File: config.mk
export PLATFORM = sky130hd
export DESIGN_NAME = bnn_conv_multi_flat
export DESIGN_NICKNAME = d
export VERILOG_FILES = /design/src/rtl/bnn_conv_multi_if.sv /design/src/rtl/bnn_conv_multi.sv /design/src/flat_wrapper.sv
export SDC_FILE = /design/constraint.sdc
export NUM_CORES = 1
export LEC_CHECK = 0
export ABC_AREA = 1
export CELL_PAD_IN_SITES_DETAIL_PLACEMENT = 0
export CELL_PAD_IN_SITES_GLOBAL_PLACEMENT = 2
export CORE_MARGIN = 5
export CORE_UTILIZATION = 35
export CTS_BUF_LIST = sky130_fd_sc_hd__clkbuf_4 sky130_fd_sc_hd__clkbuf_8
export CTS_CLUSTER_DIAMETER = 40
export CTS_CLUSTER_SIZE = 8
export DETAILED_ROUTE_END_ITERATION = 12
export PLACE_DENSITY_LB_ADDON = 0.1
export RECOVER_POWER = 100
export SLEW_MARGIN = 15
export SYNTH_ARGS = -nofsm -noshare
export SYNTH_HDL_FRONTEND = slang
export SYNTH_SLANG_ARGS = --single-unit
File: constraint.sdc
create_clock -name clk -period 8.6 [get_ports clk]
set_clock_uncertainty 0.05 [all_clocks]
set_input_delay 1.72 -clock clk [delete_from_list [all_inputs] [get_ports clk]]
set_output_delay 1.72 -clock clk [all_outputs]
set_load 0.03 [all_outputs]
File: src/rtl/bnn_conv_multi_if.sv
// Bus bundle for bnn_conv_multi: run/status handshake, input and output image
// SRAM ports and the weight memory read port. The master side is the engine.
interface bnn_conv_multi_if #(
  parameter int ADDR_W = 12
) ();
  logic              dut_run;
  logic              dut_busy;
  logic              dut_err;
  logic [ADDR_W-1:0] dut_sram_read_address;
  logic [15:0]       sram_dut_read_data;
  logic [ADDR_W-1:0] dut_sram_write_address;
  logic [15:0]       dut_sram_write_data;
  logic              dut_sram_write_enable;
  logic [ADDR_W-1:0] dut_wmem_read_address;
  logic [15:0]       wmem_dut_read_data;

  modport master (
    input  dut_run,
    input  sram_dut_read_data,
    input  wmem_dut_read_data,
    output dut_busy,
    output dut_err,
    output dut_sram_read_address,
    output dut_sram_write_address,
    output dut_sram_write_data,
    output dut_sram_write_enable,
    output dut_wmem_read_address
  );

  modport slave (
    output dut_run,
    output sram_dut_read_data,
    output wmem_dut_read_data,
    input  dut_busy,
    input  dut_err,
    input  dut_sram_read_address,
    input  dut_sram_write_address,
    input  dut_sram_write_data,
    input  dut_sram_write_enable,
    input  dut_wmem_read_address
  );
endinterface

File: src/rtl/bnn_conv_multi.sv
// Binary KxK convolution engine. Loads a threshold and NUM_FILTERS kernels from
// the weight memory, then streams square binary images from the input SRAM,
// emitting one thresholded XNOR/popcount row word per (output row, filter).
// Images with an edge outside K..MAX_DIM are skipped and flagged in dut_err.
// Every memory read takes three cycles: present address, memory registers the
// word, engine consumes it.
module bnn_conv_multi #(
  parameter int K           = 3,
  parameter int NUM_FILTERS = 2,
  parameter int MAX_DIM     = 16,
  parameter int ADDR_W      = 12
) (
  input logic             clk,
  input logic             reset_b,
  bnn_conv_multi_if.master bus
);

  localparam int KK  = K * K;
  localparam int MAJ = (KK + 1) / 2;
  localparam int FW  = $clog2(NUM_FILTERS + 1);

  typedef enum logic [3:0] {
    S_IDLE    = 4'd0,
    S_LOAD_W  = 4'd1,
    S_RD_DIM  = 4'd2,
    S_SKIP    = 4'd3,
    S_FILL    = 4'd4,
    S_COMPUTE = 4'd5,
    S_WRITE   = 4'd6,
    S_DONE    = 4'd7
  } state_t;

  state_t                              state_r;
  logic [1:0]                          ph_r;
  logic                                busy_r;
  logic                                err_r;
  logic [ADDR_W-1:0]                   rd_addr_r;
  logic [ADDR_W-1:0]                   rd_ptr_r;
  logic [ADDR_W-1:0]                   wmem_addr_r;
  logic [ADDR_W-1:0]                   wr_addr_r;
  logic [ADDR_W-1:0]                   wr_ptr_r;
  logic [15:0]                         wr_data_r;
  logic                                wr_en_r;
  logic [4:0]                          thr_r;
  logic [NUM_FILTERS-1:0][KK-1:0]      kern_r;
  logic [K-1:0][15:0]                  rows_r;
  logic [NUM_FILTERS-1:0][15:0]        res_r;
  logic [7:0]                          dim_r;
  logic [7:0]                          out_row_r;
  logic [2:0]                          fill_cnt_r;
  logic [FW-1:0]                       filt_r;

  logic [4:0]                          thr_eff_s;
  logic [NUM_FILTERS-1:0][15:0]        conv_s;
  logic [15:0]                         res_sel_s;

  // One output column: count XNOR matches over the KxK window starting at
  // column col (row index 0 is the oldest row) and compare against thr.
  function automatic logic window_hit(
    input logic [KK-1:0]    kern,
    input logic [K-1:0][15:0] rows,
    input int               col,
    input logic [4:0]       thr
  );
    logic [4:0]  pc;
    logic [15:0] sh;
    pc = 5'd0;
    for (int j = 0; j < K; j++) begin
      sh = rows[j] >> col;
      for (int c = 0; c < K; c++) begin
        pc = pc + {4'b0000, ~(kern[j*K+c] ^ sh[c])};
      end
    end
    return (pc >= thr);
  endfunction

  // A zero threshold word selects majority voting.
  assign thr_eff_s = (thr_r == 5'd0) ? 5'(MAJ) : thr_r;

  // Full output row for every filter; columns beyond N-K stay zero.
  always_comb begin
    for (int f = 0; f < NUM_FILTERS; f++) begin
      conv_s[f] = 16'h0000;
      for (int i = 0; i <= MAX_DIM - K; i++) begin
        conv_s[f][i] = (8'(i + K) <= dim_r) && window_hit(kern_r[f], rows_r, i, thr_eff_s);
      end
    end
  end

  // Pick the buffered result of the filter currently being written.
  always_comb begin
    res_sel_s = 16'h0000;
    for (int f = 0; f < NUM_FILTERS; f++) begin
      res_sel_s = (filt_r == FW'(f)) ? res_r[f] : res_sel_s;
    end
  end

  // Control FSM with registered memory addresses, write strobe and status.
  always_ff @(posedge clk or negedge reset_b) begin
    if (!reset_b) begin
      state_r     <= S_IDLE;
      ph_r        <= 2'd0;
      busy_r      <= 1'b0;
      err_r       <= 1'b0;
      rd_addr_r   <= {ADDR_W{1'b0}};
      rd_ptr_r    <= {ADDR_W{1'b0}};
      wmem_addr_r <= {ADDR_W{1'b0}};
      wr_addr_r   <= {ADDR_W{1'b0}};
      wr_ptr_r    <= {ADDR_W{1'b0}};
      wr_data_r   <= 16'h0000;
      wr_en_r     <= 1'b0;
      thr_r       <= 5'd0;
      kern_r      <= '0;
      rows_r      <= '0;
      res_r       <= '0;
      dim_r       <= 8'd0;
      out_row_r   <= 8'd0;
      fill_cnt_r  <= 3'd0;
      filt_r      <= {FW{1'b0}};
    end else begin
      case (state_r)
        S_IDLE: begin
          wr_en_r <= 1'b0;
          if (bus.dut_run) begin
            busy_r   <= 1'b1;
            err_r    <= 1'b0;
            rd_ptr_r <= {ADDR_W{1'b0}};
            wr_ptr_r <= {ADDR_W{1'b0}};
            filt_r   <= {FW{1'b0}};
            ph_r     <= 2'd0;
            state_r  <= S_LOAD_W;
          end
        end

        // Word 0 is the threshold, words 1..NUM_FILTERS the kernels.
        S_LOAD_W: begin
          case (ph_r)
            2'd0: begin
              wmem_addr_r <= ADDR_W'(filt_r);
              ph_r        <= 2'd1;
            end
            2'd1: ph_r <= 2'd2;
            default: begin
              ph_r <= 2'd0;
              if (filt_r == {FW{1'b0}}) begin
                thr_r <= bus.wmem_dut_read_data[4:0];
              end
              for (int f = 0; f < NUM_FILTERS; f++) begin
                if (filt_r == FW'(f + 1)) begin
                  kern_r[f] <= bus.wmem_dut_read_data[KK-1:0];
                end
              end
              if (filt_r == FW'(NUM_FILTERS)) begin
                filt_r  <= {FW{1'b0}};
                state_r <= S_RD_DIM;
              end else begin
                filt_r <= filt_r + FW'(1);
              end
            end
          endcase
        end

        // Fetch and classify the next dimension word.
        S_RD_DIM: begin
          case (ph_r)
            2'd0: begin
              rd_addr_r <= rd_ptr_r;
              ph_r      <= 2'd1;
            end
            2'd1: ph_r <= 2'd2;
            default: begin
              ph_r  <= 2'd0;
              dim_r <= bus.sram_dut_read_data[7:0];
              if (bus.sram_dut_read_data[7:0] == 8'hFF) begin
                state_r <= S_DONE;
              end else if ((bus.sram_dut_read_data[7:0] < 8'(K)) ||
                           (bus.sram_dut_read_data[7:0] > 8'(MAX_DIM))) begin
                err_r   <= 1'b1;
                state_r <= S_SKIP;
              end else begin
                rd_ptr_r   <= rd_ptr_r + ADDR_W'(1);
                fill_cnt_r <= 3'd0;
                out_row_r  <= 8'd0;
                state_r    <= S_FILL;
              end
            end
          endcase
        end

        // Jump over the dimension word and all rows of the rejected image.
        S_SKIP: begin
          rd_ptr_r <= rd_ptr_r + ADDR_W'(dim_r) + ADDR_W'(1);
          state_r  <= S_RD_DIM;
        end

        // Shift rows into the window; a slide enters with fill_cnt at K-1.
        S_FILL: begin
          case (ph_r)
            2'd0: begin
              rd_addr_r <= rd_ptr_r;
              ph_r      <= 2'd1;
            end
            2'd1: ph_r <= 2'd2;
            default: begin
              ph_r     <= 2'd0;
              rows_r   <= {bus.sram_dut_read_data, rows_r[K-1:1]};
              rd_ptr_r <= rd_ptr_r + ADDR_W'(1);
              if (fill_cnt_r == 3'(K - 1)) begin
                state_r <= S_COMPUTE;
              end else begin
                fill_cnt_r <= fill_cnt_r + 3'd1;
              end
            end
          endcase
        end

        // Latch all filter results and issue the filter-0 write so that the
        // strobe is high only while the FSM sits in WRITE.
        S_COMPUTE: begin
          res_r     <= conv_s;
          wr_en_r   <= 1'b1;
          wr_data_r <= conv_s[0];
          wr_addr_r <= wr_ptr_r;
          wr_ptr_r  <= wr_ptr_r + ADDR_W'(1);
          filt_r    <= FW'(1);
          state_r   <= S_WRITE;
        end

        S_WRITE: begin
          if (filt_r == FW'(NUM_FILTERS)) begin
            wr_en_r <= 1'b0;
            filt_r  <= {FW{1'b0}};
            if (out_row_r == (dim_r - 8'(K))) begin
              state_r <= S_RD_DIM;
            end else begin
              out_row_r  <= out_row_r + 8'd1;
              fill_cnt_r <= 3'(K - 1);
              state_r    <= S_FILL;
            end
          end else begin
            wr_en_r   <= 1'b1;
            wr_data_r <= res_sel_s;
            wr_addr_r <= wr_ptr_r;
            wr_ptr_r  <= wr_ptr_r + ADDR_W'(1);
            filt_r    <= filt_r + FW'(1);
          end
        end

        S_DONE: begin
          busy_r  <= 1'b0;
          state_r <= S_IDLE;
        end

        default: begin
          wr_en_r <= 1'b0;
          busy_r  <= 1'b0;
          state_r <= S_IDLE;
        end
      endcase
    end
  end

  assign bus.dut_busy               = busy_r;
  assign bus.dut_err                = err_r;
  assign bus.dut_sram_read_address  = rd_addr_r;
  assign bus.dut_wmem_read_address  = wmem_addr_r;
  assign bus.dut_sram_write_address = wr_addr_r;
  assign bus.dut_sram_write_data    = wr_data_r;
  assign bus.dut_sram_write_enable  = wr_en_r;

endmodule

File: src/flat_wrapper.sv
// flat-port wrapper written by rule: the top's interface ports become plain ports
module bnn_conv_multi_flat 
#(
  parameter int K           = 3,
  parameter int NUM_FILTERS = 2,
  parameter int MAX_DIM     = 16,
  parameter int ADDR_W      = 12
)
  (clk, reset_b, bus_dut_run, bus_sram_dut_read_data, bus_wmem_dut_read_data, bus_dut_busy, bus_dut_err, bus_dut_sram_read_address, bus_dut_sram_write_address, bus_dut_sram_write_data, bus_dut_sram_write_enable, bus_dut_wmem_read_address);
  bnn_conv_multi_if #(.ADDR_W(ADDR_W)) bus_i ();
  input logic clk;
  input logic reset_b;
  input wire logic [$bits(bus_i.dut_run)-1:0] bus_dut_run;
  input wire logic [$bits(bus_i.sram_dut_read_data)-1:0] bus_sram_dut_read_data;
  input wire logic [$bits(bus_i.wmem_dut_read_data)-1:0] bus_wmem_dut_read_data;
  output wire logic [$bits(bus_i.dut_busy)-1:0] bus_dut_busy;
  output wire logic [$bits(bus_i.dut_err)-1:0] bus_dut_err;
  output wire logic [$bits(bus_i.dut_sram_read_address)-1:0] bus_dut_sram_read_address;
  output wire logic [$bits(bus_i.dut_sram_write_address)-1:0] bus_dut_sram_write_address;
  output wire logic [$bits(bus_i.dut_sram_write_data)-1:0] bus_dut_sram_write_data;
  output wire logic [$bits(bus_i.dut_sram_write_enable)-1:0] bus_dut_sram_write_enable;
  output wire logic [$bits(bus_i.dut_wmem_read_address)-1:0] bus_dut_wmem_read_address;
  assign bus_i.dut_run = bus_dut_run;
  assign bus_i.sram_dut_read_data = bus_sram_dut_read_data;
  assign bus_i.wmem_dut_read_data = bus_wmem_dut_read_data;
  assign bus_dut_busy = bus_i.dut_busy;
  assign bus_dut_err = bus_i.dut_err;
  assign bus_dut_sram_read_address = bus_i.dut_sram_read_address;
  assign bus_dut_sram_write_address = bus_i.dut_sram_write_address;
  assign bus_dut_sram_write_data = bus_i.dut_sram_write_data;
  assign bus_dut_sram_write_enable = bus_i.dut_sram_write_enable;
  assign bus_dut_wmem_read_address = bus_i.dut_wmem_read_address;
  bnn_conv_multi #(.K(K), .NUM_FILTERS(NUM_FILTERS), .MAX_DIM(MAX_DIM), .ADDR_W(ADDR_W)) u_core (.clk(clk), .reset_b(reset_b), .bus(bus_i));
endmodule
-- After elaboration in Yosys (flattened, before gate mapping)
Cells that the tools add are included.
- add/sub/neg operators: 232
- $mul: 0
- divide/modulo/power cells: 0
- magnitude comparators: 44
- equal/unequal tests: 26
- shift operators: 0
- multiplexer cells: 55
- bitwise gates (word level): 506
- reduce and logical (&&, ||, !) cells: 63
- operators with widths (kind ; count):
    adder 5 x 1 -> 5 bit ; 196
    NOT 1 bit ; 254
    XOR 1 bit ; 252
    >= comparator 5 bit ; 28
    2-to-1 mux 12 bit ; 7
    less-or-equal comparator 4 x 8 -> 1 bit, first input constant ; 8
    adder 1 x 1 -> 2 bit ; 28
    case mux 12 bit (4 select lines) ; 1
    2-to-1 mux 8 bit ; 5
    adder 12 x 1 -> 12 bit, second input constant ; 3
    case mux 12 bit (3 select lines) ; 1
    less-or-equal comparator 3 x 8 -> 1 bit, first input constant ; 4
    2-to-1 mux 16 bit ; 2
    2-to-1 mux 4 bit ; 8
    case mux 16 bit (2 select lines) ; 1
    logical AND 1 bit ; 28
    case mux 4 bit (7 select lines) ; 1
    2-to-1 mux 3 bit ; 9
    case mux 12 bit (2 select lines) ; 1
    inequality test 2 bit, second input constant ; 9
    equality test 4 x 3 -> 1 bit, second input constant ; 4
    case mux 8 bit (2 select lines) ; 1
    AND reduction 3 bit ; 5
    2-to-1 mux 14 bit ; 1
    other kinds (41) ; 69
- register bits: 195
- latch bits: 0
- bits in writable memories: 0
- memory bits (read-only): 0
- input bits: 35
- output and inout bits: 55
- logic and storage cells: 949
- memories: 0

-- Depth between registers and ports, before layout
- depth after elaboration: 13
- mapped depth: 22
- mapped depth without buffers: 20

-- Worst setup path after synthesis
No wires, ideal clock.
- path type: reg2reg
- start: register u_core.kern_r[10] (netlist name)
- end: register u_core.res_r[23] (netlist name)
- library setup time: 0.130 ns
- arrival: 4.560 ns
- required time: 8.420 ns
- setup slack: 3.861 ns
- cell stages (with the launch flop): 18
- buffers on the path: 2
- period minus slack after synthesis: 4.739 ns
- cell sequence: dfrtp_1 clkbuf_1 clkbuf_1 xnor2_1 ha_1 inv_1 fa_1 fa_1 fa_1 inv_1 ha_1 fa_1 ha_1 a21boi_0 o21a_1 o21a_1 o21ai_0 o21ai_0
- word-level cells in the longest chain between the ends: 12
- ends and longest elaborated chain (element ; line ; text):
    start: declaration ; bnn_conv_multi.sv:45 ; logic [NUM_FILTERS-1:0][KK-1:0] kern_r;
    start signal: indexed assignment ; bnn_conv_multi.sv:150 ; kern_r[f] <= bus.wmem_dut_read_data[KK-1:0];
    XOR 1 bit ; bnn_conv_multi.sv:71 ; pc = pc + {4'b0000, ~(kern[j*K+c] ^ sh[c])};
    NOT 1 bit ; bnn_conv_multi.sv:71 ;
    adder 1 x 1 -> 2 bit ; bnn_conv_multi.sv:71 ;
    adder 5 x 1 -> 5 bit (7 in series) ; bnn_conv_multi.sv:71 ;
    >= comparator 5 bit ; bnn_conv_multi.sv:74 ; return (pc >= thr);
    logical AND 1 bit ; bnn_conv_multi.sv:85 ; conv_s[f][i] = (8'(i + K) <= dim_r) && window_hit(kern_r[f], rows_r, i, thr_eff_s);
    end signal: assignment ; bnn_conv_multi.sv:220 ; res_r <= conv_s;
    end: declaration ; bnn_conv_multi.sv:47 ; logic [NUM_FILTERS-1:0][15:0] res_r;
No other way between the ends.
A chain may end at the register's enable or synchronous reset.

-- Worst setup path in the final report
- start: register u_core.state_r[2]
- end: register u_core.wr_ptr_r[4]
- word-level cells in the longest chain between the ends: 3
- elaborated cells between the ends (all ways): 8
- classes of those cells: eq/ne: 4; mux: 1; reduce/logical: 3
- ends and longest elaborated chain (element ; line ; text):
    start: declaration ; bnn_conv_multi.sv:33 ; state_t state_r;
    start signal: assignment ; bnn_conv_multi.sv:101 ; state_r <= S_IDLE;
    start signal: assignment ; bnn_conv_multi.sv:131 ; state_r <= S_LOAD_W;
    start signal: assignment ; bnn_conv_multi.sv:155 ; state_r <= S_RD_DIM;
    equality test 4 x 3 -> 1 bit or zero test 4 bit (tied branches) ; bnn_conv_multi.sv:121 ; case (state_r)
    inequality test 2 bit (no source line) or nonzero test 3 bit (tied branches) ; - ;
    AND reduction 3 bit (no source line) ; - ;
    end signal: assignment ; bnn_conv_multi.sv:109 ; wr_ptr_r <= {ADDR_W{1'b0}};
    end signal: assignment ; bnn_conv_multi.sv:128 ; wr_ptr_r <= {ADDR_W{1'b0}};
    end signal: assignment ; bnn_conv_multi.sv:224 ; wr_ptr_r <= wr_ptr_r + ADDR_W'(1);
    end: declaration ; bnn_conv_multi.sv:41 ; logic [ADDR_W-1:0] wr_ptr_r;
Several ways; a longest one is shown, not always the timed one.

==> impl_summary.log <==
[metrics] result of the run: complete, but fails checks
[metrics] violations in the final reports: max-capacitance violations, max-slew violations
[metrics] sequential area share after synthesis: 0.2323
[metrics] Synth top area share: 0.2323
[metrics] starting density of the core: 0.3518
[metrics] post-layout min period: 5.995 ns
[metrics] area share of fa/ha/maj cells after synthesis: 0.3155
[metrics] Syn Inst Count: 2,387
[metrics] clock buffers created by TritonCTS: 17
[metrics] number of endpoints failing setup at the final stage: 0
[metrics] number of antenna violations at the first check in global routing: 1
[metrics] clock sink total: 192
[metrics] Final Net Count: 2,843
[metrics] dominant register cell in the synthesized netlist: sky130_fd_sc_hd__dfrtp_1
[metrics] Syn-to-layout area delta: 7.580%
[metrics] Synth Cell Area: 0.02068 mm2
[metrics] Tot GR Track Use: 0.1793
[metrics] compound-cell area share of the yosys netlist: 0.1099
[metrics] largest family of logic cells by synthesized area: adder cells
[metrics] max_slew headroom: -2.364
[metrics] synthesized-area fraction occupied by xor and xnor cells: 0.1228
[metrics] number of enable flip-flop cells after synthesis: 0
[metrics] Avg Inst Size Synth: 8.665 um2
[metrics] path class of the lowest-slack min-delay path: reg -> reg
[metrics] synthesized-area fraction occupied by and/or/nand/nor cells: 0.1113
[metrics] Die X: 253.1 um
[metrics] final hold vios: 0
[metrics] cell at the root of the clock tree: sky130_fd_sc_hd__clkbuf_8
[metrics] number of buffer cells added on primary ports: 70
[metrics] final cycle utilization of the critical path: 0.6971
[metrics] leading post-synthesis cells by cell area: sky130_fd_sc_hd__dfrtp_1, sky130_fd_sc_hd__ha_1, sky130_fd_sc_hd__fa_1
[metrics] floorplan die height: 253.1 um
[metrics] hold buffers post-CTS: 0
[metrics] yosys synthesis warning count: 0
[metrics] number of global-route vias before repair: 15.27k
[metrics] number of vias after detailed routing: 14.79k
[metrics] multiplexer share of the synthesized area: 0.004900
[metrics] crit-path max FO: 25
[metrics] top cell type by total area after synthesis: sky130_fd_sc_hd__dfrtp_1
[metrics] CP endpoint kind: register
[metrics] Remaining DRCs: 0
[metrics] iteration count of the initial detailed-routing pass: 5
[metrics] final total negative setup slack: 0 ns
[metrics] post-synthesis cell type count: 51
[metrics] area of the die: 0.06405 mm2
[metrics] Clock Pin Slew Worst Setup and Hold Paths: 0.12 ns
[metrics] total global routing overflow: 0
[metrics] number of maximum-capacitance constraint violations: 4
[metrics] Final GP Congestion: 0.7831
[metrics] count of instances resized after the clock tree is built: 0
[metrics] htree depth: 4
[metrics] Max clock buf depth: 2
[metrics] transition at the pin with the smallest max-transition slack: 5.046 ns
[metrics] required time of the critical path: 9.04 ns
[metrics] Total Wirelength: 55,910 um
[metrics] first-pass GRT wire length: 89,070 um
[metrics] Async SR Flop Fraction: 1.000
[metrics] setup repair after global routing missed its margin: no
[metrics] Worst Path Class, Setup: reg -> reg
[metrics] fraction of layout instances using a drive strength above 1: 0.02768
[metrics] total setup buffers inserted after CTS: 0
[metrics] critical path arrival: 6.44 ns
[metrics] synth cell count leaders: sky130_fd_sc_hd__inv_1, sky130_fd_sc_hd__ha_1, sky130_fd_sc_hd__nand2_1
[metrics] CTS tree: yes
[metrics] Avg Vias per Cell: 4.684
[metrics] num ports: 90
[metrics] maximum frequency from static timing analysis: 166.8 MHz
[metrics] clock latency at the later pin of the worst-skew pair: 0.57 ns
[metrics] wire per inst: 17.71 um
[metrics] kind of start point of the critical path: register
[metrics] HPWL reported at the end of detailed placement: 41,980 um
[metrics] Worst R2R Setup Slack: 2.60 ns
[metrics] Final Max Tran Viols: 234
[metrics] Core Box Area: 0.05880 mm2
[metrics] Post-DRT Antenna Nets: 0
[metrics] maximum number of pins on one net before global-route repair: 89
[metrics] post-synthesis register bit count: 192
[metrics] Starting DRT DRC Count: 623
[metrics] Row Count: 89
[metrics] library cell with the highest instance count after synthesis: sky130_fd_sc_hd__inv_1
-- critical path, cell delays in order (launching register included) --
cell,delay (ns)
sky130_fd_sc_hd__dfrtp_1,0.56
sky130_fd_sc_hd__nand2_1,0.19
sky130_fd_sc_hd__nor2_1,1.55
sky130_fd_sc_hd__clkinvlp_2,1.31
sky130_fd_sc_hd__nand2_1,0.61
sky130_fd_sc_hd__nor2_1,0.12
sky130_fd_sc_hd__nor2_1,0.69
sky130_fd_sc_hd__inv_1,0.37
sky130_fd_sc_hd__o21ai_0,0.24
sky130_fd_sc_hd__a21boi_0,0.22
-- kinds of logic (layout without fill, tap and decap cells) --
| family | Yosys count | in the layout |
|---|---|---|
| muxes | 9 | 9 |
| adders and majority gates | 437 | 437 |
| DFF | 192 | 192 |
| xor gates and xnor gates | 290 | 290 |
| AOI/OAI and AO/OA | 393 | 393 |
| buffers and inverters | 542 | 528 |
| other | 1 | 13 |
| and+or+nand+nor | 523 | 523 |
-- placed cells by master (no fill, tap or decap), types with 9 or more instances in the layout --
cell,netlist,layout
sky130_fd_sc_hd__inv_1,407,411
sky130_fd_sc_hd__nand2_1,296,301
sky130_fd_sc_hd__ha_1,296,296
sky130_fd_sc_hd__dfrtp_1,192,192
sky130_fd_sc_hd__o21ai_0,171,176
sky130_fd_sc_hd__xor2_1,150,150
sky130_fd_sc_hd__fa_1,141,141
sky130_fd_sc_hd__xnor2_1,140,140
sky130_fd_sc_hd__nor2_1,105,111
sky130_fd_sc_hd__a21oi_1,81,82
sky130_fd_sc_hd__nand3_1,50,54
sky130_fd_sc_hd__dlygate4sd3_1,0,45
sky130_fd_sc_hd__o21bai_1,29,29
sky130_fd_sc_hd__a21boi_0,29,29
sky130_fd_sc_hd__o21a_1,28,28
sky130_fd_sc_hd__clkdlybuf4s50_1,0,24
sky130_fd_sc_hd__nand4_1,20,20
sky130_fd_sc_hd__nor3_1,18,19
sky130_fd_sc_hd__clkbuf_8,0,19
sky130_fd_sc_hd__a31oi_1,18,17
sky130_fd_sc_hd__o22ai_1,15,15
sky130_fd_sc_hd__conb_1,1,12
sky130_fd_sc_hd__buf_4,15,10
sky130_fd_sc_hd__mux2_2,9,9
-- final cells by class --
cell class                      instances  area (um2)
Clock inverter                         12       172.7
Tap cell                              773       967.2
Clock buffer                           20       269.0
Sequential cell                       192        4805
Multi-Input combinational cell       1664       13700
Inverter                              414        1558
Timing Repair Buffer                   82       777.0
Fill cell                            5984       36550
Antenna cell                            1       2.502
-- registers in the layout, indices dropped and copies added, names as in the netlist --
register                           flops
u_core.rows_r                         48
u_core.res_r                          28
u_core.kern_r                         18
u_core.bus.dut_sram_write_data        14
u_core.bus.dut_sram_read_address      12
u_core.bus.dut_sram_write_address     12
u_core.rd_ptr_r                       12
u_core.wr_ptr_r                       12
u_core.dim_r                           8
u_core.out_row_r                       8
u_core.thr_r                           5
u_core.fill_cnt_r                      3
u_core.state_r                         3
u_core.bus.dut_wmem_read_address       2
u_core.filt_r                          2
u_core.ph_r                            2
u_core.bus.dut_busy                    1
u_core.bus.dut_err                     1
u_core.bus.dut_sram_write_enable       1
-- final timing paths --
kind                                                                       start                                               end  depth (start not counted)
min in group asynchronous                                                reset_b  u_core.bus.dut_sram_write_address[5]$_DFFE_PN0P_                          1
max in group asynchronous                                                reset_b                       u_core.dim_r[1]$_DFFE_PN0P_                          1
worst min register to register  u_core.bus.dut_sram_write_address[9]$_DFFE_PN0P_  u_core.bus.dut_sram_write_address[9]$_DFFE_PN0P_                          2
worst max-delay path                               u_core.state_r[2]$_DFFE_PN0P_                    u_core.wr_ptr_r[4]$_DFFE_PN0P_                          9
worst min-delay path            u_core.bus.dut_sram_write_address[9]$_DFFE_PN0P_  u_core.bus.dut_sram_write_address[9]$_DFFE_PN0P_                          2
worst max register to register                     u_core.state_r[2]$_DFFE_PN0P_                    u_core.wr_ptr_r[4]$_DFFE_PN0P_                          9
-- per-layer routing --
metal  part of all wire  up-vias  track usage
met5                  0        -            0
met4              0.011        0      0.03764
met3              0.022       35      0.02311
met2               0.49      145       0.3085
met1               0.48     7153       0.2432
li1                   -     7458            -
-- metrics by stage --
| step | utilization | worst slack, ns | cell area (um2) | cells | hold slack [ns] |
|---|---|---|---|---|---|
| detailed placement | 0.3732 | 3.420 | 21940 | 3125 | 0.4097 |
| global route | 0.3784 | 1.568 | 22250 | 3158 | 0.4518 |
| global placement | 0.3732 | 3.479 | 21940 | 3125 | 0.4080 |
| finish | 0.3784 | 2.605 | 22250 | 3158 | 0.4280 |
| CTS | 0.3807 | 3.384 | 22390 | 3157 | 0.4364 |
| floorplan | - | 3.861 | 20720 | 2398 | 0.3919 |
Power is not shown: default switching activity piles up to over one toggle a cycle in this logic, so the estimate is an artifact.
